## config.mk

```make
export PLATFORM = sky130hd
export DESIGN_NAME = wc_to_sc_pipe
export DESIGN_NICKNAME = d
export VERILOG_FILES = /design/src/rtl/wc_to_sc_pipe.sv
export SDC_FILE = /design/constraint.sdc
export NUM_CORES = 2
export LEC_CHECK = 0
export ABC_AREA = 1
export CAP_MARGIN = 0
export CORE_ASPECT_RATIO = 0.75
export CORE_MARGIN = 2
export CORE_UTILIZATION = 50
export DETAILED_ROUTE_END_ITERATION = 6
export PLACE_DENSITY = 0.73
export SYNTH_ARGS = -nofsm -noshare
export SYNTH_HDL_FRONTEND = slang
export SYNTH_SLANG_ARGS = --single-unit
```

## constraint.sdc

```tcl
create_clock -name clk -period 8.5 [get_ports clk]
set_input_delay 2.55 -clock clk [delete_from_list [all_inputs] [get_ports clk]]
set_output_delay 2.55 -clock clk [all_outputs]
set_load 0.05 [all_outputs]
```

## src/rtl/wc_to_sc_pipe.sv

```systemverilog
// wc_to_sc_pipe: two-stage, back-pressurable world-to-screen converter.
// S1 registers the res_y-scaled products; S2 (the output register) floors,
// clamps to the raster and flags clipped axes. A saturating counter tallies
// clipped output transfers.
//
// Handshake: a beat moves on a port when its valid and ready are both high in
// the same cycle. A source holding valid without ready keeps its payload
// stable. Both stages move together on advance = !out_valid | out_ready, and
// in_ready = advance. This makes out_ready -> in_ready a combinational path.
module wc_to_sc_pipe #(
  parameter int WIDTH     = 32,
  parameter int FRAC_BITS = 30,
  parameter int SC_W      = 11,
  parameter int ID_W      = 4,
  parameter int CNT_W     = 16
) (
  input  logic             clk,
  input  logic             reset,
  input  logic             in_valid,
  output logic             in_ready,
  input  logic [WIDTH-1:0] in_x,
  input  logic [WIDTH-1:0] in_y,
  input  logic [ID_W-1:0]  in_id,
  input  logic [SC_W-1:0]  res_x,
  input  logic [SC_W-1:0]  res_y,
  output logic             out_valid,
  input  logic             out_ready,
  output logic [SC_W-1:0]  out_x,
  output logic [SC_W-1:0]  out_y,
  output logic [ID_W-1:0]  out_id,
  output logic [1:0]       out_clip,
  input  logic             clr_count,
  output logic [CNT_W-1:0] clip_count
);

  localparam int PW = WIDTH + SC_W + 1;

  logic                 advance;
  logic                 s1_valid;
  logic signed [PW-1:0] s1_px;
  logic signed [PW-1:0] s1_py;
  logic [ID_W-1:0]      s1_id;
  logic [SC_W-1:0]      s1_res_x;
  logic [SC_W-1:0]      s1_res_y;

  logic signed [PW-1:0] in_x_ext;
  logic signed [PW-1:0] in_y_ext;
  logic signed [PW-1:0] scale_ext;
  logic signed [PW-1:0] px_c;
  logic signed [PW-1:0] py_c;
  logic [SC_W:0]        x_res;
  logic [SC_W:0]        y_res;

  assign advance  = !out_valid || out_ready;
  assign in_ready = advance;

  // Sign-extend the coordinates and zero-extend res_y.
  // The products are then full width and cannot overflow.
  assign in_x_ext  = PW'($signed(in_x));
  assign in_y_ext  = PW'($signed(in_y));
  assign scale_ext = $signed(PW'({1'b0, res_y}));
  assign px_c      = in_x_ext * scale_ext;
  assign py_c      = in_y_ext * scale_ext;

  // Floor one scaled axis and clamp it to 0..res-1.
  // Returns {clipped, value}. The full-width quotient is compared before
  // narrowing, so far out-of-range values never wrap into the raster.
  function automatic logic [SC_W:0] clamp_axis(input logic signed [PW-1:0] p,
                                                input logic [SC_W-1:0]      res);
    logic signed [PW-1:0] q;
    logic signed [PW-1:0] lim;
    q   = p >>> FRAC_BITS;
    lim = (res == '0) ? '0 : PW'(res) - PW'(1);
    if (q < 0)
      return {1'b1, {SC_W{1'b0}}};
    else if (q > lim)
      return {1'b1, lim[SC_W-1:0]};
    else
      return {1'b0, q[SC_W-1:0]};
  endfunction

  // S2 combinational floor/clamp of the S1 products.
  always_comb begin
    x_res = clamp_axis(s1_px, s1_res_x);
    y_res = clamp_axis(s1_py, s1_res_y);
  end

  // Pipeline registers: both stages advance together or hold together.
  always_ff @(posedge clk) begin
    if (reset) begin
      s1_valid  <= 1'b0;
      s1_px     <= '0;
      s1_py     <= '0;
      s1_id     <= '0;
      s1_res_x  <= '0;
      s1_res_y  <= '0;
      out_valid <= 1'b0;
      out_x     <= '0;
      out_y     <= '0;
      out_id    <= '0;
      out_clip  <= 2'b00;
    end else if (advance) begin
      s1_valid  <= in_valid;
      s1_px     <= px_c;
      s1_py     <= py_c;
      s1_id     <= in_id;
      s1_res_x  <= res_x;
      s1_res_y  <= res_y;
      out_valid <= s1_valid;
      out_x     <= x_res[SC_W-1:0];
      out_y     <= y_res[SC_W-1:0];
      out_id    <= s1_id;
      out_clip  <= {y_res[SC_W], x_res[SC_W]};
    end
  end

  // Saturating clip-event counter; clear wins over a same-cycle increment.
  always_ff @(posedge clk) begin
    if (reset || clr_count)
      clip_count <= '0;
    else if (out_valid && out_ready && (|out_clip) && (clip_count != '1))
      clip_count <= clip_count + CNT_W'(1);
  end

endmodule

```

==> results.json <==
{
  "clkTransAtPathRegs_ps": 70,
  "crit_path_start_kind": "input port",
  "met2_usage": 0.422,
  "ys.flop_type": "dfxtp_1",
  "tns_ps": 0,
  "synthesis.nets": 5022,
  "hold_buffers": 0,
  "path_buf_inv": 8,
  "start_util": 0.508,
  "rsz0062_at_grt": "no",
  "ys_warn_count": 0,
  "wirelength_um": 74500,
  "post-route-cell-area_um2": 32400,
  "setup_ws_ps": 776,
  "vias": 25000,
  "hold_viol_final": 0,
  "fmax_mhz": 129,
  "overflow": 0,
  "fin_crit_ps": 7720,
  "cts_buffers": 9,
  "crit_path_frequent_cell": "inv_1",
  "startpoint": "in_x[31]",
  "grt_pass1_wl_um": 128000,
  "cp_max_fo": 11,
  "syn-cell-area_um2": 30000,
  "crit_path_end_kind": "flop",
  "final_antenna_net_count": 0,
  "setup_viol": 0,
  "dr.pass1.iters": 6,
  "grt_most_used_layer": "met2",
  "status": "finished clean",
  "syn_avg_cell_area_um2": 7.31,
  "cts_resized": 0,
  "post-route-drc-count": 0,
  "port-buffer-count": 140,
  "async_flop_share": 0,
  "grt_use_total": 0.252,
  "cts_root_buffer": "clkbuf_16",
  "die_area_um2": 62000,
  "grtUsageMet3": 0.0320,
  "power.share.sequential": 0.056,
  "fp.dieW_um": 287,
  "finalPower_w": 0.0127,
  "syn_inst": 4106,
  "internal_power_w": 0.00498,
  "slowest_delay_ps": 720,
  "fp.dieH_um": 216,
  "synth_cell_types": 44,
  "layout_commonest_cell": "inv_1",
  "worst_ep_required_time_ps": 8750,
  "placed_cell_area_um2": 32100,
  "syn_to_final_growth_pct": 7.78,
  "use_met1": 0.352,
  "place_congestion": 0.949,
  "slew_headroom": 0.456,
  "post_cts_buffers": 0,
  "crit_path_cell_trace": "clkdlybuf4s50_1 -> nand2_1 -> fa_1 -> inv_1 -> fa_1 -> inv_1 -> fa_1 -> inv_1 -> fa_1 -> inv_1 -> fa_1 -> inv_1 -> ha_1 -> inv_1 -> o21ai_0 -> a21oi_1 -> o21ai_0 -> a21oi_1 -> nand3_1 -> nand2_1 -> nand2_1 -> o21bai_1 -> inv_1",
  "p_per_area_nw_per_um2": 392,
  "grt_pass1_vias": 26000,
  "cp_top_family": "adder cells",
  "drive_gt1_frac": 0.0243,
  "hold_ws_ps": 466,
  "slew_viol_final": 0,
  "clock_power_share": 0.031,
  "hp-start": "out_y[1]$_SDFFE_PP0P_",
  "worst_ep_arrival_time_ps": 7980,
  "clk_latency_ps": 360,
  "dp_slack_ps": 429,
  "critPathKind": "in2reg",
  "tightestPinTransition_ps": 816,
  "ys_ff_latch": 100,
  "hold_path_class": "reg2reg",
  "vias_per_cell": 5.08,
  "synth_edf_count": 0,
  "cpMaxStageDelayCell": "clkdlybuf4s50_1",
  "switching_share": 0.607,
  "rows": 77,
  "htreeDepth": 3,
  "cts_sinks": 100,
  "fin_skew_ps": 8.46,
  "wl_per_cell_um": 15.2,
  "grt_max_degree": 83,
  "maxCapViolCount": 0,
  "most-common-layout-cells": "inv_1 (1102), nand2_1 (1098), fa_1 (608), ha_1 (213), nor2_1 (202)",
  "clock_path_buffers": 2,
  "seq_area_frac_synth": 0.0667,
  "io_pins": 141,
  "p_comb_frac": 0.913,
  "p_sw_w": 0.00770,
  "fin_nets": 5032,
  "dp_hpwl_um": 61400,
  "antenna_found_initial": 6,
  "worst_r2r_startpoint": "s1_res_y[0]$_SDFFE_PP0P_",
  "cts_tree": "done",
  "p_leak_nw": 18.2,
  "ir_drop_mv": 0.281,
  "timing.final.crit_share": 0.909,
  "core-area_um2": 59200,
  "drtIter0Drc": 1673
}
==> per-layer routing <==
| metal | vias up | share of wire |
|---|---|---|
| li1 | 11900 | - |
| met1 | 12200 | 0.45 |
| met2 | 708 | 0.47 |
| met3 | 107 | 0.062 |
| met4 | 4 | 0.019 |
| met5 | - | 0.00024 |
==> final timing paths <==
path,end,slack (ps),depth (start not counted)
worst min-delay path,out_y[1]$_SDFFE_PP0P_,470,2
worst max register to register,out_y[4]$_SDFFE_PP0P_,5080,17
worst max-delay path,s1_px[41]$_SDFFE_PP0P_,780,23
worst min register to register,out_y[1]$_SDFFE_PP0P_,470,2
==> tightest hold or removal path, delay by kind of cell (launching register included) <==
family	cells	cell delay, ps
simple gates	1	60
flops	1	310
compound gates	1	50
==> synthesized netlist by cell type, types with 8 or more instances <==
cell,number,area share
xor2_1,10,0.0029
nand3_1,127,0.021
xnor2_1,13,0.0038
nor3_1,22,0.0037
nor2_1,203,0.025
nand3b_1,20,0.0050
fa_1,608,0.41
nand2_2,8,0.0017
inv_1,1102,0.14
clkbuf_1,147,0.018
o21ai_0,125,0.021
a21oi_1,158,0.026
o21a_1,10,0.0025
or2_2,8,0.0017
ha_1,213,0.089
buf_2,8,0.0013
buf_1,14,0.0018
dfxtp_1,100,0.067
nand4_1,26,0.0054
a21o_1,17,0.0043
o21bai_1,15,0.0038
nand2_1,1098,0.14
==> cell families (layout without fill, tap and decap cells) <==
family          count (synthesis)  in the layout  synth area share
xor+xnor                       23             23           0.00671
other cells                     0              5                 0
buf+inv                      1281           1296             0.162
fa+ha+maj                     821            821             0.494
flops                         100            100            0.0667
compound gates                344            344            0.0626
simple gates                 1537           1537             0.208
==> power groups by stage <==
stage / clock network [W] / logic (W) / registers, W
finish: 0.000398 / 0.0116 / 0.000708
global route: 0.000430 / 0.0133 / 0.000721
CTS: 0.000405 / 0.0115 / 0.000708
detailed placement: 0 / 0.0114 / 0.000717
global placement: 0 / 0.0113 / 0.000718
floorplan: 0 / 0.00845 / 0.000890
==> registers in the layout, summed over array words and instances, names as in the netlist <==
signal / cells
clip_count: 16
s1_px: 14
s1_py: 14
out_x: 11
out_y: 11
s1_res_x: 11
s1_res_y: 11
out_id: 4
s1_id: 4
out_clip: 2
out_valid: 1
s1_valid: 1
==> area by class of cell <==
type                       count  area [um^2]
antenna                        5         12.5
tap                          790          988
sequential                   100         2000
clock buffer                   9          225
multi-input combinational   2725        23200
fill                        5611        26800
timing repair buffer         175         1750
clock inverter                 7         58.8
inverter                    1105         4150
==> through the flow <==
stage	utilization	cells
after CTS	0.547	4911
after detailed placement	0.542	4895
final	0.547	4916
after global placement	0.542	4895
after global routing	0.547	4911
after floorplan	-	4106
No activity file was read; power rests on OpenSTA's default activity.
